[config.mk]
export PLATFORM = sky130hd
export DESIGN_NAME = gd_iter_ctrl
export DESIGN_NICKNAME = d
export VERILOG_FILES = /design/src/rtl/gd_iter_ctrl.sv
export SDC_FILE = /design/constraint.sdc
export NUM_CORES = 1
export LEC_CHECK = 0
export ABC_AREA = 0
export BUFFER_PORTS_ARGS = -buffer_cell sky130_fd_sc_hd__buf_2
export CAP_MARGIN = 10
export CORE_ASPECT_RATIO = 0.6
export CORE_MARGIN = 3
export CORE_UTILIZATION = 25
export DETAILED_ROUTE_END_ITERATION = 10
export GPL_ROUTABILITY_DRIVEN = 0
export PLACE_DENSITY_LB_ADDON = 0.05
export SYNTH_ARGS = -nofsm -noshare
export SYNTH_HDL_FRONTEND = slang
export SYNTH_SLANG_ARGS = --single-unit
[constraint.sdc]
create_clock -name clk -period 3.7 [get_ports clk]
set_input_delay 0.74 -clock clk [delete_from_list [all_inputs] [get_ports clk]]
set_output_delay 0.74 -clock clk [all_outputs]
set_load 0.01 [all_outputs]
[src/rtl/gd_iter_ctrl.sv]
// Iteration controller for the 4D gradient-descent datapath: issues gradient
// requests, applies saturating Q8.8 steps and stops on convergence, limit or overflow.
//
// state  | meaning
// -------+---------------------------------------------------------------
// IDLE   | waiting for start; previous results stay readable
// LOAD   | load start point, clear iteration count, best value and flags
// ISSUE  | grad_start pulse for the current point
// WAIT   | waiting for a grad_done rising edge
// UPDATE | apply latched diffs with saturation, track best value
// CHECK  | convergence / iteration limit decision on latched diffs
// FINISH | done pulse, drop busy
module gd_iter_ctrl #(
  parameter int          MAX_ITER    = 256,
  parameter int          ITER_W      = 16,
  parameter logic [15:0] CONV_THRESH = 16'h0001
) (
  input  logic              clk,
  input  logic              rst_n,
  input  logic              start,
  input  logic [15:0]       a_init,
  input  logic [15:0]       b_init,
  input  logic [15:0]       c_init,
  input  logic [15:0]       d_init,
  output logic              grad_start,
  input  logic              grad_done,
  input  logic [31:0]       grad_value,
  input  logic [15:0]       a_diff,
  input  logic [15:0]       b_diff,
  input  logic [15:0]       c_diff,
  input  logic [15:0]       d_diff,
  input  logic              grad_overflow,
  output logic [15:0]       a_out,
  output logic [15:0]       b_out,
  output logic [15:0]       c_out,
  output logic [15:0]       d_out,
  output logic [31:0]       best_value,
  output logic [ITER_W-1:0] iter_count,
  output logic              busy,
  output logic              done,
  output logic              converged,
  output logic              overflow_flag,
  output logic              sat_flag
);

  localparam logic [ITER_W-1:0] ITER_LIMIT = ITER_W'(MAX_ITER);
  localparam logic [31:0]       BEST_INIT  = 32'h7FFF_FFFF;

  typedef enum logic [2:0] {
    S_IDLE, S_LOAD, S_ISSUE, S_WAIT, S_UPDATE, S_CHECK, S_FINISH
  } state_t;

  state_t           state;
  logic             grad_done_d;
  logic             grad_event;
  logic [3:0][15:0] pt_q;
  logic [3:0][15:0] diff_q;
  logic [31:0]      value_q;

  logic [3:0][16:0] sub17;
  logic [3:0][15:0] pt_next;
  logic [3:0][15:0] mag;
  logic [3:0]       sat_axis;
  logic [3:0]       conv_axis;

  assign grad_event = grad_done && !grad_done_d;
  assign a_out = pt_q[0];
  assign b_out = pt_q[1];
  assign c_out = pt_q[2];
  assign d_out = pt_q[3];

  // 17-bit difference is in range exactly when its top two bits agree.
  always_comb begin
    sub17     = '0;
    pt_next   = pt_q;
    mag       = '0;
    sat_axis  = '0;
    conv_axis = '0;
    for (int i = 0; i < 4; i++) begin
      sub17[i] = {pt_q[i][15], pt_q[i]} - {diff_q[i][15], diff_q[i]};
      if (sub17[i][16:15] == 2'b01) begin
        pt_next[i]  = 16'h7FFF;
        sat_axis[i] = 1'b1;
      end else if (sub17[i][16:15] == 2'b10) begin
        pt_next[i]  = 16'h8000;
        sat_axis[i] = 1'b1;
      end else begin
        pt_next[i] = sub17[i][15:0];
      end
      mag[i]       = diff_q[i][15] ? (~diff_q[i] + 16'd1) : diff_q[i];
      conv_axis[i] = (mag[i] <= CONV_THRESH);
    end
  end

  always_ff @(posedge clk or negedge rst_n) begin
    if (!rst_n) begin
      state         <= S_IDLE;
      grad_done_d   <= 1'b0;
      grad_start    <= 1'b0;
      pt_q          <= '0;
      diff_q        <= '0;
      value_q       <= '0;
      best_value    <= BEST_INIT;
      iter_count    <= '0;
      busy          <= 1'b0;
      done          <= 1'b0;
      converged     <= 1'b0;
      overflow_flag <= 1'b0;
      sat_flag      <= 1'b0;
    end else begin
      grad_done_d <= grad_done;
      grad_start  <= 1'b0;
      done        <= 1'b0;
      case (state)
        S_IDLE: begin
          if (start) begin
            busy  <= 1'b1;
            state <= S_LOAD;
          end
        end
        S_LOAD: begin
          pt_q          <= {d_init, c_init, b_init, a_init};
          iter_count    <= '0;
          best_value    <= BEST_INIT;
          converged     <= 1'b0;
          overflow_flag <= 1'b0;
          sat_flag      <= 1'b0;
          busy          <= 1'b1;
          grad_start    <= 1'b1;
          state         <= S_ISSUE;
        end
        S_ISSUE: state <= S_WAIT;
        S_WAIT: begin
          if (grad_event) begin
            if (grad_overflow) begin
              overflow_flag <= 1'b1;
              done          <= 1'b1;
              state         <= S_FINISH;
            end else begin
              diff_q  <= {d_diff, c_diff, b_diff, a_diff};
              value_q <= grad_value;
              state   <= S_UPDATE;
            end
          end
        end
        S_UPDATE: begin
          pt_q <= pt_next;
          if (|sat_axis) sat_flag <= 1'b1;
          if (iter_count != ITER_LIMIT) iter_count <= iter_count + 1'b1;
          // grad_value belongs to the point before this update
          if ($signed(value_q) < $signed(best_value)) best_value <= value_q;
          state <= S_CHECK;
        end
        S_CHECK: begin
          if (&conv_axis) begin
            converged <= 1'b1;
            done      <= 1'b1;
            state     <= S_FINISH;
          end else if (iter_count == ITER_LIMIT) begin
            done  <= 1'b1;
            state <= S_FINISH;
          end else begin
            grad_start <= 1'b1;
            state      <= S_ISSUE;
          end
        end
        S_FINISH: begin
          busy  <= 1'b0;
          state <= S_IDLE;
        end
        default: state <= S_IDLE;
      endcase
    end
  end

endmodule
======== Yosys cells after proc, flatten, opt, wreduce, memory -nomap -nowiden ========
Cells that the tools add are included.
word-level totals
  register bits ........................... 218
  input bits .............................. 165
  output and inout port bits .............. 118
  logic and storage cells ................. 126
operators by class
  add/subtract/negate cells ............... 9
  magnitude comparators ................... 5
  eq/ne operators ......................... 23
  muxes and demuxes ....................... 48
  bitwise logic cells ..................... 5
  reductions and logical operators ........ 17
operators by type and width
  operator               count
  $mux 16                13
  $pmux 64 s2            1
  $add 16x1->16 const B  5
  $sub 16x16->17         4
  $le 16x1->1 const B    4
  $not 16->16            4
  $pmux 32 s2            1
  $lt 32x32->1           1
  $mux 32                1
  $pmux 16 s2            1
  $mux 1                 19
  $pmux 3 s6             1
  $eq 16x9->1 const B    1
  $ne 16x9->1 const B    1
  $ne 2x2->1 const B     7
  $mux 3                 4
  $reduce_and 2->1       6
  $pmux 1 s2             5
  $eq 3x3->1 const B     3
  $eq 2x1->1 const B     4
  $eq 2x2->1 const B     4
  $eq 3x2->1 const B     2
  $reduce_and 3->1       2
  $reduce_bool 2->1      3
  10 further kinds       10

======== Depth between registers and ports, before layout ========
  word-level depth ........................ 7
  mapped depth ............................ 17
  gate-level depth less buffers ........... 16

======== Worst setup path before layout ========
OpenSTA, ideal clock, no wires.
  path type ............................... reg2reg
  start point ............................. reg pt_q, in the netlist c_out[0]
  end point ............................... reg pt_q, in the netlist c_out[11]
  setup time .............................. 82 ps
  arrival time ............................ 3542 ps
  required time ........................... 3618 ps
  slack ................................... 76 ps
  stages on the path, launching flop included .. 17
  buffers on the path ..................... 1
  period minus slack after synthesis ...... 3624 ps
  path through ............................ dfrtp_1 > inv_1 > ha_1 > fa_1 > nor2b_1 > o2111a_1 > nor3_1 > o31ai_2 > a2111oi_0 > o41ai_1 > nand2_1 > a31oi_1 > ha_1 > clkbuf_1 > nor2_1 > a21boi_0 > a31oi_1
on the way
  longest elaborated chain between the ends .. 5
  elaborated cells between the ends (all ways) .. 6
  those cells by class .................... 1 x add/sub; 2 x eq/ne; 3 x mux
RTL lines
  item                      line  source
  start: declaration        56    logic [3:0][15:0] pt_q;
  start signal: assignment  122   pt_q <= {d_init, c_init, b_init, a_init};
  start signal: assignment  147   pt_q <= pt_next;
  $sub 16x16->17 (*)        80    sub17[i] = {pt_q[i][15], pt_q[i]} - {diff_q[i][15], diff_q[i]};
  $eq 2x2->1                84    end else if (sub17[i][16:15] == 2'b10) begin
  $mux 16                   84
  $mux 16 (*)               81    if (sub17[i][16:15] == 2'b01) begin
  $pmux 64 s2 (*)           114   case (state)
Mark *: on every way between the ends. The rest lies on a longest branch, timed or not.
A chain may end at the register's enable or synchronous reset.

======== Worst setup path after layout ========
  start point ............................. reg diff_q[16] (netlist bit)
  end point ............................... reg pt_q, in the netlist b_out[10]
on the way
  longest elaborated chain between the ends .. 5
  elaborated cells between the ends (all ways) .. 6
  those cells by class .................... 1 x add/sub; 2 x eq/ne; 3 x mux
RTL lines
  item                      line  source
  start: declaration        57    logic [3:0][15:0] diff_q;
  start signal: assignment  140   diff_q <= {d_diff, c_diff, b_diff, a_diff};
  $sub 16x16->17 (*)        80
  $eq 2x2->1                84
  $mux 16                   84
  $mux 16 (*)               81
  $pmux 64 s2 (*)           114
Marked as above.

==> out/qor.yml <==
pwr:
  p_leak_nw: 8.81
  cellPowerDensity_nw_per_um2: 1040
  vdd_drop_max_uv: 435
  p_total_w: 0.0195
routing:
  drt-met1-wl_um: 31100
  vias: 13785
  wl_met2_um: 22700
  drc: 0
  via_per_inst: 4.87
  drt-initial-drc-count: 923
  wl_per_cell_um: 20.1
  dr.pass1.iters: 5
  wl_met3_um: 2380
  wl_um: 57000
  postRouteAntennaNets: 0
  highest_layer: "met4"
synthesis:
  yosys_warnings: 0
  syn_area_per_cell_um2: 8.66
  yosysTopAreaCellShare_pct: 31.8
  syn_nets: 1983
  synth_area_leaders: "dfrtp_1, ha_1, nand2_1, dfstp_2, nor2_1"
  ys_seq_elements: 218
  yosysSeqAreaShare_pct: 37.3
  synth_ff_type: "dfrtp_1"
  syn-cell-area_um2: 14700
  synth_cells: 1701
  synth-edff-count: 0
  ys_types: 81
  synth_top_area_cell: "dfrtp_1"
  synthArstFlopShare_pct: 100
floorplanning:
  die_x_um: 319
  rows: 68
  initial_utilization_pct: 25.5
  dieArea_um2: 62000
  ios: 283
  die_y_um: 194
  core_um2: 57900
critical_path:
  crit_chain: "ha_1, fa_1, nand2b_1, a21oi_1, buf_4, o211ai_1, a21o_1, a31oi_1, nand4_1, a32o_1, ha_4, inv_1, o21ai_0, a21o_1, a22oi_1"
  critical_path_class: "reg -> reg"
  path_max_fanout: 7
  end_kind: "flop"
  crit_slowest_cell: "fa_1"
  worst_ep_required_time_ns: 4.18
  crit_arrival_ns: 3.90
  worst_path_largest_cell_delay_ns: 0.42
  crit_top_cell: "a21o_1"
  startpoint_type: "flop"
placed_design:
  dp_hpwl_um: 42900
  io_buffers: 282
  dp_cells: 2775
clock_tree:
  cts_tree: "yes"
  cts_inserted_buffers: 27
  cts_max_path_buffers: 3
  cts_root_buf: "clkbuf_16"
  clk_pin_slew_ns: 0.06
  numClockSinks: 218
  worst_skew_pair.late_latency_ns: 0.56
  htree_levels: 1
layout:
  syn_to_final_growth_pct: 27.6
  layout.nets: 2323
  multi_input_area_um2: 8700
  fin_util_pct: 32.5
  drive_gt1_share_pct: 26.5
  instances_no_fill: 2833
  final.fill_count: 6240
  seq_area_um2: 5490
timing:
  skew_ns: 0.0158
  whs_ns: 0.178
  finalHoldViolations: 0
  setup_viol: 0
  tightest_slew_ns: 0.716
  min_period_over_period_pct: 92.6
  rsz0062_at_grt: "false"
  final_max_slew_viol_count: 0
  maxSlewHeadroom_pct: 52.2
  period_minus_slack_ns: 3.43
  fin_setup_tns_ns: 0
  fmax_mhz: 292
worst_hold_path:
  hp-class: "in -> async"
global_route:
  grt_antenna_before_repair: 2
  grt_usage_pct: 18.1
  grt_pass1_vias: 13743
  grt_pass1_wl_um: 87800
  grt.overflow.total: 0
  grt_max_degree: 128
job:
  cap_violations: 0
status:
  status: "finished clean"
==> power by group <==
part | switching [W] | total (W) | internal [W]
clock | 0.00116 | 0.00277 | 0.00161
combinational | 0.00704 | 0.0124 | 0.00534
sequential | 0.00100 | 0.00430 | 0.00330
==> cell usage in the layout (no fill, tap or decap), types with 8 or more instances in the layout <==
cell         n
a21o_1      23
dfstp_2     31
buf_4       93
o21ai_0    104
ha_1       107
mux2i_1     44
nand2_1    224
nand3_1     23
o22ai_1      8
nand4_1     13
o31ai_1      8
clkbuf_1    10
nand2b_1    21
buf_2      281
nor2b_1     16
o21a_1      23
a31oi_1     63
clkbuf_16   27
and3_1      13
clkbuf_8    10
nor2_1     156
or3_1       18
a21oi_1     66
a211oi_1    21
xnor2_1     27
mux2_2      34
nor3_1      62
inv_1      122
dfrtp_1    187
nor4_1      16
xor2_1      30
==> cell type report <==
type                       instances  area share, %
sequential                       218           29.2
multi-input combinational       1285           46.3
inverter                         126           2.52
antenna                            2         0.0266
tap                              770           5.13
clock buffer                      47           4.53
clock inverter                     2          0.186
timing repair buffer             383           12.1
==> stage by stage <==
stage,area [µm²],setup WS (ns)
floorplan,14700,0.0759
global placement,17700,-0.0592
detailed placement,17700,-0.110
CTS,18600,0.00221
global route,18800,0.00573
finish,18800,0.274
==> cells in the mapped netlist (all sizes together), types with 24 or more instances <==
| cell type | count |
|---|---|
| inv | 124 |
| a31oi | 64 |
| nor3 | 65 |
| xor2 | 30 |
| dfrtp | 187 |
| mux2 | 34 |
| nand3 | 24 |
| nand2 | 224 |
| ha | 113 |
| clkbuf | 61 |
| mux2i | 44 |
| o21ai | 107 |
| dfstp | 31 |
| nor2 | 161 |
| xnor2 | 29 |
| a21oi | 66 |
==> critical path: cells and delay by family, from the launching register on <==
family,cells,cell delay (ns)
compound gates,8,1.42
simple gates,2,0.37
flops,1,0.39
fa+ha+maj,3,0.87
buf+inv,2,0.30
==> registers in the layout, indices dropped and copies added (netlist names) <==
register,cells
diff_q,64
best_value,32
value_q,32
a_out,16
b_out,16
c_out,16
d_out,16
iter_count,16
state,3
busy,1
converged,1
done,1
grad_done_d,1
grad_start,1
overflow_flag,1
sat_flag,1
==> timing repair <==
action,in CTS,in global routing
buffers inserted,0,7
resized for setup,2,38
hold buffers,0,0
pin swaps,1,12
setup endpoints to repair,18,61
==> final timing paths <==
check	from	to	slack, ns	depth (start not counted)
max in group asynchronous	rst_n	best_value[24]	2.66	2
setup reg to reg	diff_q[16]	b_out[10]	0.27	15
hold reg to reg	converged	converged	0.49	2
min in group clk	grad_done	grad_done_d	0.33	1
setup / recovery	diff_q[16]	b_out[10]	0.27	15
hold / removal	rst_n	iter_count[13]	0.18	1
==> logic make-up (layout without fill, tap and decap cells) <==
family | Yosys count | count (layout) | synth area share [%]
simple gates | 609 | 609 | 19.4
buf+inv | 198 | 558 | 5.12
fa+ha+maj | 117 | 117 | 10.1
mux | 78 | 78 | 5.59
xor+xnor | 59 | 59 | 3.51
other cells | 0 | 2 | 0
flops | 218 | 218 | 37.3
compound gates | 422 | 422 | 18.9
==> routing by layer <==
metal	vias up	global-route usage [%]
li1	6774	-
met1	6672	29.2
met2	295	25.2
met3	44	2.52
met4	0	2.87
met5	-	0
Note: power is estimated with default switching activity, not from simulation.
